`config.mk`:
```
export PLATFORM = sky130hd
export DESIGN_NAME = alu_result_sel_pipe
export DESIGN_NICKNAME = d
export VERILOG_FILES = /design/src/rtl/alu_result_sel_pipe.sv
export SDC_FILE = /design/constraint.sdc
export NUM_CORES = 1
export LEC_CHECK = 0
export CAP_MARGIN = 20
export CORE_AREA = 2 2 217 219
export DETAILED_ROUTE_END_ITERATION = 12
export DIE_AREA = 0 0 219 221
export GPL_TIMING_DRIVEN = 0
export SYNTH_ARGS = -nofsm -noshare
export SYNTH_HDL_FRONTEND = slang
export SYNTH_SLANG_ARGS = --single-unit
```
`constraint.sdc`:
```
create_clock -name clk -period 2.55 [get_ports clk]
set_input_delay 0.3825 -clock clk [delete_from_list [all_inputs] [get_ports clk]]
set_output_delay 0.3825 -clock clk [all_outputs]
set_load 0.05 [all_outputs]
```
`src/rtl/alu_result_sel_pipe.sv`:
```
// Registered WIDTH-bit, NUM_IN:1 result selector with a valid/ready output stage
// and a one-entry skid buffer; out-of-range selects return zero with out_err set.
module alu_result_sel_pipe #(
   parameter int unsigned WIDTH  = 32,
   parameter int unsigned NUM_IN = 16,
   parameter int unsigned SEL_W  = 4
) (
   input  logic                    clk,
   input  logic                    rst_n,
   input  logic [NUM_IN*WIDTH-1:0] in_bus,
   input  logic [SEL_W-1:0]        sel,
   input  logic                    in_valid,
   output logic                    in_ready,
   output logic [WIDTH-1:0]        out,
   output logic [SEL_W-1:0]        out_sel,
   output logic                    out_err,
   output logic                    out_valid,
   input  logic                    out_ready
);

   typedef struct packed {
      logic [WIDTH-1:0] data;
      logic [SEL_W-1:0] sel;
      logic             err;
   } beat_t;

   beat_t new_beat;
   beat_t o_q, o_d;
   beat_t s_q, s_d;
   logic  o_valid_q, o_valid_d;
   logic  s_valid_q, s_valid_d;
   logic  in_ready_q, in_ready_d;
   logic  accept, deliver;

   // Source select; any code with no matching source takes the error path.
   always_comb begin
      new_beat.data = '0;
      new_beat.sel  = sel;
      new_beat.err  = 1'b1;
      for (int unsigned k = 0; k < NUM_IN; k++) begin
         if (sel == SEL_W'(k)) begin
            new_beat.data = in_bus[k*WIDTH +: WIDTH];
            new_beat.err  = 1'b0;
         end
      end
   end

   assign accept  = in_valid && in_ready_q;
   assign deliver = o_valid_q && out_ready;

   // Next-state for the output register and skid buffer.
   always_comb begin
      o_d       = o_q;
      s_d       = s_q;
      o_valid_d = o_valid_q;
      s_valid_d = s_valid_q;
      if (!o_valid_q) begin
         if (accept) begin
            o_d       = new_beat;
            o_valid_d = 1'b1;
         end
      end else if (s_valid_q) begin
         if (deliver) begin
            o_d       = s_q;
            s_valid_d = 1'b0;
         end
      end else if (deliver) begin
         if (accept) begin
            o_d = new_beat;
         end else begin
            o_valid_d = 1'b0;
         end
      end else if (accept) begin
         s_d       = new_beat;
         s_valid_d = 1'b1;
      end
      in_ready_d = !s_valid_d;
   end

   always_ff @(posedge clk) begin
      if (!rst_n) begin
         o_q        <= '0;
         s_q        <= '0;
         o_valid_q  <= 1'b0;
         s_valid_q  <= 1'b0;
         in_ready_q <= 1'b1;
      end else begin
         o_q        <= o_d;
         s_q        <= s_d;
         o_valid_q  <= o_valid_d;
         s_valid_q  <= s_valid_d;
         in_ready_q <= in_ready_d;
      end
   end

   assign out       = o_q.data;
   assign out_sel   = o_q.sel;
   assign out_err   = o_q.err;
   assign out_valid = o_valid_q;
   assign in_ready  = in_ready_q;

endmodule

```
==> results.txt, run 1 <==
----------------------------------------------------
[Floorplan]
  Site row count ... 79
  Die extent in x ... 219 um
  Initial Util ... 17.9%
  Core region area ... 46,100 um2
  Chip height ... 221 um
  Number of ports placed on the die boundary ... 559
  DIE AREA ... 48,400 um2

[GRT]
  Largest net degree at the start of global routing ... 14
  Antenna violations before repair ... 10
  Most crowded layer after global routing ... met2
  Met2 routing resource usage after global routing ... 52.1%
  Wire length of the first global-routing pass ... 102,000 um
  Remaining Overflow, GRT ... 0
  GRT Resource Usage Total ... 30.4%
  Met3 Use GR ... 6.34%
  Number of global-route vias before repair ... 12,700
  Met1 track demand over resource ... 37.8%

[Clock network]
  Number of buffers inserted during clock tree synthesis ... 9
  Clock latency on the worst-skew pair ... 0.34 ns
  Clock input transition at the sequential cells of the worst setup and hold paths ... 0.06 ns
  Hold buffer count at cts ... 0
  Clock Root Buffer ... sky130_fd_sc_hd__clkbuf_16
  Maximum number of buffers from clock root to sink ... 2
  Clock tree from TritonCTS ... yes
  Number of sinks handled by clock tree synthesis ... 77
  Number of H-tree levels ... 3

[Timing]
  Final hold violation count ... 0
  RSZ-0062 raised after global routing ... false
  Final Slew Violations ... 0
  Headroom to the max-slew limit ... 35.3%
  Period minus WS final ... 2.53 ns
  FMAX ... 395 MHz
  Slew at the pin with the worst max-slew slack ... 0.970 ns
  Ratio of final minimum period to clock period ... 99.3%
  Skew final ... 0.00575 ns
  Setup violators final ... 0

[Yosys]
  Most frequent cell after synthesis ... sky130_fd_sc_hd__o21ai_0
  Cell taking the most area after synthesis ... sky130_fd_sc_hd__dfxtp_1
  Number of enable flip-flop cells after synthesis ... 0
  Cell types with the largest area share after synthesis ... sky130_fd_sc_hd__dfxtp_1 19%, sky130_fd_sc_hd__mux2i_1 9.3%, sky130_fd_sc_hd__o21ai_0 6.8%
  Average instance area after synthesis ... 7.83 um2
  Sequential-to-total area share from yosys stat ... 18.7%
  Post-synth top area share ... 18.7%
  Instance count of the mapped netlist ... 1,055
  Async set-reset flop share out of synthesis ... 0%
  Warning count from the yosys run ... 0
  Synthesis-stage register bit count ... 77
  Net Count, Synth ... 1,575
  Total standard cell area after synthesis ... 8260 um2
  Post-synth cell types ... 73
  Top cells by count, synth ... 112 x sky130_fd_sc_hd__o21ai_0, 98 x sky130_fd_sc_hd__a21oi_1, 84 x sky130_fd_sc_hd__nor2_1
  Prevailing post-synth register cell ... sky130_fd_sc_hd__dfxtp_1

[Critical path]
  Kind of end point of the critical path ... register
  Worst Setup Start Kind ... input port
  Number of cells traversed by the worst register-to-register path ... 8
  Classification of the worst setup path ... in -> reg
  Critical path origin ... sel[2]
  R2r setup slk ... 0.37 ns
  Reg-to-Reg Start ... in_ready
  Highest-delay cell along the critical path ... sky130_fd_sc_hd__o21ai_1
  Most frequent cell on the critical path ... sky130_fd_sc_hd__o21ai_0
  Crit-path max FO ... 10
  RR Endpoint ... s_q[22]
  Critical-path cell list ... clkdlybuf4s15_1 -> buf_4 -> nor2b_1 -> clkbuf_1 -> a222oi_1 -> o21ai_0 -> o21ai_1 -> o21ai_0
  Max stage delay on crit path ... 0.53 ns
  Critical path required time ... 2.75 ns
  Worst EP arrival ... 2.73 ns

[Power and ir drop]
  Worst IR drop on VDD ... 0.301 mV
  Int Power ... 3.47 mW
  Combinational fraction of design power ... 51.3%
  Net load switching power ... 2.08 mW
  Portion of total power attributed to sequential cells ... 24.2%
  Static Leak ... 5.42 nW
  P per Cell Area ... 366 nW/um2
  Clock Power Share ... 24.6%
  Sum of internal, switching and leakage power ... 5.54 mW
  Fraction of power spent switching nets ... 37.5%

[Flow run]
  Max-cap violation count ... 0

[Worst hold path]
  Hold endpoint ... s_q[32]
  Class of the tightest hold or removal check ... reg -> reg
  Startpoint of the tightest hold check path ... s_q[32]
  Hold path cells ... 2

[Drt]
  WL/cell ... 34.2 um
  Number of antenna-violating nets in the routed design ... 0
  Via density per instance ... 5.52
  Overall routed net length ... 76,600 um
  DRC viols ... 0
  Drt first pass iters ... 7
  Routed via count ... 12,400
  First DRT Iteration DRCs ... 1,160

[Placed design]
  Standard cell area after detailed placement ... 14,600 um2
  I/O Buffers ... 555
  Number of cells in the design after placement ... 2,218
  Placed wire-length estimate after detailed placement ... 63,500 um
  RePlAce Congestion ... 0.968

[Finish]
  Proportion of layout cells with a drive suffix above 1 ... 11.0%
  Final #Nets ... 2,144
  Final core utilization ... 32.9%
  Post-route design area ... 15,200 um2
  Synthesis-to-finish area growth ... 83.4%
  Number of non-filler instances in the completed layout ... 2,243

[Status]
  Outcome ... finished, final reports clean

----------------------------------------------------
-- placed cells by master, fill, tap and decap left out, types with 21 or more instances in the layout --
| master | n |
|---|---|
| sky130_fd_sc_hd__nand3_1 | 22 |
| sky130_fd_sc_hd__buf_2 | 35 |
| sky130_fd_sc_hd__o21ai_0 | 110 |
| sky130_fd_sc_hd__clkdlybuf4s50_1 | 554 |
| sky130_fd_sc_hd__o221ai_1 | 51 |
| sky130_fd_sc_hd__a21oi_1 | 94 |
| sky130_fd_sc_hd__o22ai_1 | 31 |
| sky130_fd_sc_hd__dfxtp_1 | 77 |
| sky130_fd_sc_hd__mux2i_1 | 76 |
| sky130_fd_sc_hd__clkbuf_1 | 27 |
| sky130_fd_sc_hd__nand2_1 | 58 |
| sky130_fd_sc_hd__o21ai_1 | 21 |
| sky130_fd_sc_hd__nor2_1 | 81 |
| sky130_fd_sc_hd__buf_4 | 25 |
-- power by group through the flow --
stage          clock, mW  sequential (mW)  combinational (mW)
2_1_floorplan          0             1.57               0.919
3_3_place_gp           0             1.36                2.74
3_5_place_dp           0             1.36                2.74
4_1_cts             1.37             1.34                2.78
5_1_grt             1.41             1.35                2.95
6_report            1.36             1.34                2.84
-- cell type report --
| type | instances | area, um2 |
|---|---|---|
| inverter | 8 | 30.0 |
| tap | 607 | 759 |
| buffer | 115 | 757 |
| timing repair buffer | 560 | 5600 |
| multi-input combinational | 853 | 6140 |
| sequential | 77 | 1540 |
| antenna | 7 | 17.5 |
| clock inverter | 7 | 90.1 |
| fill | 4940 | 30900 |
| clock buffer | 9 | 225 |
-- per-stage QoR --
step	setup TNS, ns	hold slack, ns	worst slack [ns]
finish	0	0.457	0.0182
detailed placement	-56.08	0.448	-1.39
floorplan	0	0.436	0.373
global route	0	0.484	0.000947
global placement	-56.76	0.445	-1.35
CTS	0	0.458	0.00709
-- layer usage --
metal	vias to the layer above	wire, um	share of wire (%)
li1	5331	-	-
met1	6138	31000	40
met2	791	36900	48
met3	115	6210	8.1
met4	2	2470	3.2
met5	-	11	0.014
-- cell families after synthesis --
kind of cell    share of synthesized area (%)
flops                                    18.7
buf+inv                                  9.14
simple gates                             14.2
compound gates                           40.4
mux                                      17.6
-- flip-flops by register name (all words and copies together), names as in the netlist --
name,cells
s_valid_q,1
s_q,37
in_ready,1
out_err,1
out_valid,1
out,32
out_sel,4
-- how the worst max path moves through the flow --
stage / end / slack [ns] / depth (start not counted)
floorplan: s_q[22] / 0.37 / 8
global placement: out[23] / -1.35 / 9
detailed placement: out[23] / -1.39 / 9
CTS: out[6] / 0.007 / 9
global route: out[29] / 0.0009 / 10
finish: out[23] / 0.02 / 8
-- critical path: cells and delay by family --
kind                   cells  cell delay [ns]
AOI/OAI and AO/OA          4             1.35
buffers and inverters      3             0.94
and+or+nand+nor            1             0.06
-- repair_timing --
item,CTS,global route
setup buffers,3,1
resized for setup,28,38
pin swaps,3,4
setup endpoints to repair,65,61
Note: power is estimated with default switching activity, not from simulation.
==> run 2, diff against run 1 <==
Settings changed: CELL_PAD_IN_SITES_DETAIL_PLACEMENT from default to 1, CELL_PAD_IN_SITES_GLOBAL_PLACEMENT from default to 1, CORE_AREA 2 2 217 219 to 2 2 214 216, DIE_AREA 0 0 219 221 to 0 0 216 218, HOLD_SLACK_MARGIN from default to 0.15, PLACE_DENSITY_LB_ADDON from default to 0.1, SETUP_SLACK_MARGIN from default to 0.15.
==> results.txt, run 2 (synthesized netlist as in run 1, its figures left out) <==
----------------------------------------------------
[Status]
  Outcome ... finished, final reports clean

[Timing]
  Final hold violation count ... 0
  Setup violators final ... 0
  Least setup slack across all paths after layout ... 0.149 ns
  RSZ-0062 raised after global routing ... false
  Headroom to the max-slew limit ... 41.3%
  Slew at the pin with the worst max-slew slack ... 0.880 ns
  FMAX ... 416 MHz
  Post-route setup TNS ... 0 ns
  Final Slew Violations ... 0
  Skew final ... 0.00451 ns
  Ratio of final minimum period to clock period ... 94.2%
  Period minus WS final ... 2.40 ns

[Placed design]
  RePlAce Congestion ... 0.925
  Standard cell area after detailed placement ... 14,600 um2
  Placed wire-length estimate after detailed placement ... 62,500 um
  Placement Setup Slack ... -1.25 ns
  I/O Buffers ... 555

[Drt]
  DRC viols ... 0
  Drt first pass iters ... 6
  WL/cell ... 33.3 um
  Via density per instance ... 5.37
  Number of antenna-violating nets in the routed design ... 0
  First DRT Iteration DRCs ... 1,020
  Overall routed net length ... 74,600 um
  Routed via count ... 12,000

[Critical path]
  Most frequent cell on the critical path ... sky130_fd_sc_hd__buf_8
  Max stage delay on crit path ... 0.68 ns
  Critical path required time ... 2.79 ns
  Kind of end point of the critical path ... register
  Critical-path cell list ... buf_8 -> buf_8 -> buf_8 -> mux2_4 -> a222oi_1 -> o211ai_1 -> a22o_1 -> a32o_1
  Crit-path max FO ... 10
  Worst Setup Start Kind ... input port
  Worst EP arrival ... 2.64 ns
  Highest-delay cell along the critical path ... sky130_fd_sc_hd__a222oi_1
  Classification of the worst setup path ... in -> reg

[Clock network]
  Number of sinks handled by clock tree synthesis ... 77
  Maximum number of buffers from clock root to sink ... 2
  Clock tree from TritonCTS ... yes
  Number of buffers inserted during clock tree synthesis ... 9
  Clock input transition at the sequential cells of the worst setup and hold paths ... 0.06 ns
  Clock Root Buffer ... sky130_fd_sc_hd__clkbuf_16
  Number of H-tree levels ... 3
  Clock latency on the worst-skew pair ... 0.35 ns

[Floorplan]
  Die extent in x ... 216 um
  DIE AREA ... 47,100 um2
  Site row count ... 78
  Chip height ... 218 um
  Core region area ... 44,900 um2
  Initial Util ... 18.4%
  Number of ports placed on the die boundary ... 559

[GRT]
  Remaining Overflow, GRT ... 0
  Antenna violations before repair ... 12
  Largest net degree at the start of global routing ... 13
  Met1 track demand over resource ... 37.4%
  Number of global-route vias before repair ... 12,600
  Met2 routing resource usage after global routing ... 55.4%
  Met3 Use GR ... 5.17%
  Wire length of the first global-routing pass ... 100,000 um
  GRT Resource Usage Total ... 30.4%
  Most crowded layer after global routing ... met2

[Finish]
  Proportion of layout cells with a drive suffix above 1 ... 11.0%
  Synthesis-to-finish area growth ... 84.3%
  Flip-flop count of the largest register, all copies and words added ... 37
  Register with the most flip-flops ... s_q
  Commonest cells after routing, fill and taps aside ... 554 x sky130_fd_sc_hd__clkdlybuf4s50_1, 110 x sky130_fd_sc_hd__o21ai_0, 94 x sky130_fd_sc_hd__a21oi_1
  Most common cell after layout, fill and taps aside ... sky130_fd_sc_hd__clkdlybuf4s50_1
  Post-route design area ... 15,200 um2
  Fillers ... 5,353
  Final #Nets ... 2,149

[Power and ir drop]
  Clock Power Share ... 27.8%
  Worst IR drop on VDD ... 0.358 mV
  Fraction of power spent switching nets ... 35.3%
  Sum of internal, switching and leakage power ... 5.72 mW
  Net load switching power ... 2.02 mW
  Combinational fraction of design power ... 48.7%
  P per Cell Area ... 376 nW/um2
  Portion of total power attributed to sequential cells ... 23.5%
  Int Power ... 3.70 mW
  Static Leak ... 5.50 nW

[Worst hold path]
  Class of the tightest hold or removal check ... reg -> reg

[Flow run]
  Max-cap violation count ... 0

----------------------------------------------------
-- run 2: final cells by class --
class / count / area [um2] / share of cell area (%)
diodes: 5 / 12.5 / 0.0821
plain buffers: 116 / 832 / 5.46
clock buffers: 11 / 243 / 1.59
clock inverters: 4 / 120 / 0.789
inverters: 8 / 30.0 / 0.197
multi-input cells: 853 / 6070 / 39.9
flip-flops and latches: 77 / 1540 / 10.1
well taps: 600 / 751 / 4.93
repair buffers: 564 / 5630 / 36.9
-- run 2: routing by layer --
layer / part of all wire (%) / vias to the layer above
met5: 0.091 / -
met4: 1.9 / 10
met3: 5.6 / 62
met2: 51 / 531
met1: 42 / 6068
li1: - / 5348
-- run 2: final timing paths --
kind                                 from  slack [ns]  cells past startpoint       to
worst max register to register  s_valid_q        0.43                      6  out[29]
worst min register to register    s_q[27]        0.46                      2  s_q[27]
worst max-delay path               sel[0]        0.15                      8  s_q[26]
worst min-delay path              s_q[27]        0.46                      2  s_q[27]
-- run 2: power groups by stage --
stage               Sequential, mW  Combinational, mW  Clock (mW)
detailed placement            1.37               2.70           0
finish                        1.34               2.79        1.59
global placement              1.37               2.68           0
floorplan                     1.57              0.919           0
CTS                           1.34               2.74        1.61
global route                  1.36               2.91        1.65
-- run 2: per-stage QoR --
stage | hold WS, ns | cells | util [%]
finish | 0.463 | 2238 | 33.9
global route | 0.475 | 2236 | 33.9
CTS | 0.461 | 2227 | 33.6
detailed placement | 0.452 | 2211 | 32.5
global placement | 0.444 | 2210 | 32.5
floorplan | 0.436 | 1055 | -
-- run 2: what timing repair did --
action                                  CTS  global route
hold buffers                              0             0
buffers inserted                          2             6
gates resized for setup                  42            39
endpoints found under the setup margin   70            50
pin swaps                                 5             7
-- run 2: critical path: cells and delay by family --
| kind | cells | cell delay [ns] |
|---|---|---|
| AOI/OAI and AO/OA | 4 | 1.38 |
| buffers and inverters | 3 | 0.54 |
| muxes | 1 | 0.31 |
==> run 3, diff against run 2 <==
Settings changed: CTS_BUF_LIST from default to sky130_fd_sc_hd__clkbuf_8.
==> results.txt, run 3 (synthesized netlist as in run 1, its figures left out) <==
----------------------------------------------------
[Clock network]
  Number of buffers inserted during clock tree synthesis ... 9
  Clock input transition at the sequential cells of the worst setup and hold paths ... 0.08 ns
  Clock tree from TritonCTS ... yes
  Clock latency on the worst-skew pair ... 0.36 ns
  Maximum number of buffers from clock root to sink ... 2
  Number of H-tree levels ... 3
  Number of sinks handled by clock tree synthesis ... 77
  Clock Root Buffer ... sky130_fd_sc_hd__clkbuf_8

[Drt]
  Overall routed net length ... 74,300 um
  Via density per instance ... 5.34
  Number of antenna-violating nets in the routed design ... 0
  DRC viols ... 0
  First DRT Iteration DRCs ... 981
  WL/cell ... 33.2 um
  Routed via count ... 12,000
  Drt first pass iters ... 5

[Floorplan]
  Chip height ... 218 um
  Number of ports placed on the die boundary ... 559
  Die extent in x ... 216 um
  DIE AREA ... 47,100 um2
  Initial Util ... 18.4%
  Core region area ... 44,900 um2
  Site row count ... 78

[Placed design]
  Standard cell area after detailed placement ... 14,600 um2
  RePlAce Congestion ... 0.925
  Number of cells in the design after placement ... 2,211
  Placed wire-length estimate after detailed placement ... 62,500 um
  I/O Buffers ... 555
  Placement Setup Slack ... -1.25 ns

[Power and ir drop]
  Sum of internal, switching and leakage power ... 5.35 mW
  P per Cell Area ... 354 nW/um2
  Static Leak ... 5.44 nW
  Worst IR drop on VDD ... 0.228 mV

[Critical path]
  Kind of end point of the critical path ... register
  R2r setup slk ... 0.46 ns
  Critical-path cell list ... buf_6 -> buf_12 -> buf_12 -> mux2_2 -> a222oi_1 -> o211ai_1 -> a21oi_2 -> a21oi_1
  Highest-delay cell along the critical path ... sky130_fd_sc_hd__a222oi_1
  Number of cells traversed by the worst register-to-register path ... 6
  Crit-path max FO ... 10
  Critical path required time ... 2.78 ns
  Reg-to-Reg Start ... s_valid_q
  Critical path origin ... sel[0]
  Max stage delay on crit path ... 0.77 ns
  Worst EP arrival ... 2.66 ns
  Classification of the worst setup path ... in -> reg
  RR Endpoint ... out[7]
  Most frequent cell on the critical path ... sky130_fd_sc_hd__buf_12
  Worst Setup Start Kind ... input port

[Timing]
  RSZ-0062 raised after global routing ... true
  FMAX ... 412 MHz
  Skew final ... 0.00856 ns
  Slew at the pin with the worst max-slew slack ... 0.928 ns
  Setup violators final ... 0
  Least setup slack across all paths after layout ... 0.122 ns
  Period minus WS final ... 2.43 ns
  Final Slew Violations ... 0
  Ratio of final minimum period to clock period ... 95.2%
  Final hold violation count ... 0
  Post-route setup TNS ... 0 ns
  Headroom to the max-slew limit ... 38.1%

[Worst hold path]
  Startpoint of the tightest hold check path ... s_q[34]
  Hold endpoint ... s_q[34]
  Class of the tightest hold or removal check ... reg -> reg
  Hold path cells ... 2

[Finish]
  Most common cell after layout, fill and taps aside ... sky130_fd_sc_hd__clkdlybuf4s50_1
  Fillers ... 5,372
  Number of non-filler instances in the completed layout ... 2,238
  Proportion of layout cells with a drive suffix above 1 ... 10.8%
  Synthesis-to-finish area growth ... 82.8%
  Register with the most flip-flops ... s_q
  Commonest cells after routing, fill and taps aside ... 554 x sky130_fd_sc_hd__clkdlybuf4s50_1, 110 x sky130_fd_sc_hd__o21ai_0, 94 x sky130_fd_sc_hd__a21oi_1
  Post-route design area ... 15,100 um2
  Flip-flop count of the largest register, all copies and words added ... 37
  Final #Nets ... 2,148

[Flow run]
  Max-cap violation count ... 0

[GRT]
  Number of global-route vias before repair ... 12,600
  Antenna violations before repair ... 12
  Wire length of the first global-routing pass ... 100,000 um
  Remaining Overflow, GRT ... 0
  GRT Resource Usage Total ... 30.4%
  Largest net degree at the start of global routing ... 13

[Status]
  Outcome ... finished, final reports clean

----------------------------------------------------
## run 3: cell types whose count changed in the layout (fill, tap and decap cells not counted), sizes merged
cell           change
buf                -2
clkdlybuf4s15      +1
clkdlybuf4s18      -1
diode              +1
inv                +1
## run 3: cell type report
cell class                 instances  area (um2)  share of cell area [%]
sequential                        77        1540                    10.2
inverter                           8        30.0                   0.199
antenna                            6        15.0                  0.0994
multi-input combinational        853        6080                    40.2
buffer                           116         808                    5.35
tap                              600         751                    4.97
clock buffer                      10         138                   0.911
timing repair buffer             563        5620                    37.2
clock inverter                     5         124                   0.820
## run 3: worst max-delay path by stage
| stage | slack (ns) | depth (start not counted) | endpoint |
|---|---|---|---|
| 5_1_grt | 0.14 | 8 | s_q[33] |
| 2_1_floorplan | 0.37 | 8 | s_q[22] |
| 3_5_place_dp | -1.25 | 10 | out[10] |
| 6_report | 0.12 | 8 | s_q[33] |
| 3_3_place_gp | -1.20 | 10 | out[10] |
| 4_1_cts | 0.16 | 8 | out[28] |
## run 3: worst max-delay path: cells and delay by family
kind | cells | cell delay, ns
compound gates | 4 | 1.44
buf+inv | 3 | 0.47
mux | 1 | 0.33
## run 3: per-stage QoR
stage          utilization, %  hold slack (ns)
6_report                 33.6            0.466
5_1_grt                  33.6            0.479
4_1_cts                  33.4            0.464
3_5_place_dp             32.5            0.452
3_3_place_gp             32.5            0.444
2_1_floorplan               -            0.436
## run 3: where the power goes
part | leakage (nW) | total (mW) | internal (mW) | switching [mW]
Clock | 0.134 | 1.23 | 0.768 | 0.464
Sequential | 0.630 | 1.34 | 1.29 | 0.0574
Combinational | 4.68 | 2.78 | 1.33 | 1.45
## run 3: repair_timing
item	CTS	global route
setup endpoints to repair	66	49
resized for setup	40	31
buffers inserted	2	5
pin swaps	3	6
hold buffers	0	0
## run 3: per-layer routing
layer | track usage (%) | vias to the layer above | wire (um)
li1 | - | 5338 | -
met1 | 37.3 | 5983 | 30700
met2 | 55.1 | 552 | 37300
met3 | 5.30 | 77 | 4560
met4 | 6.87 | 10 | 1650
met5 | 0 | - | 68
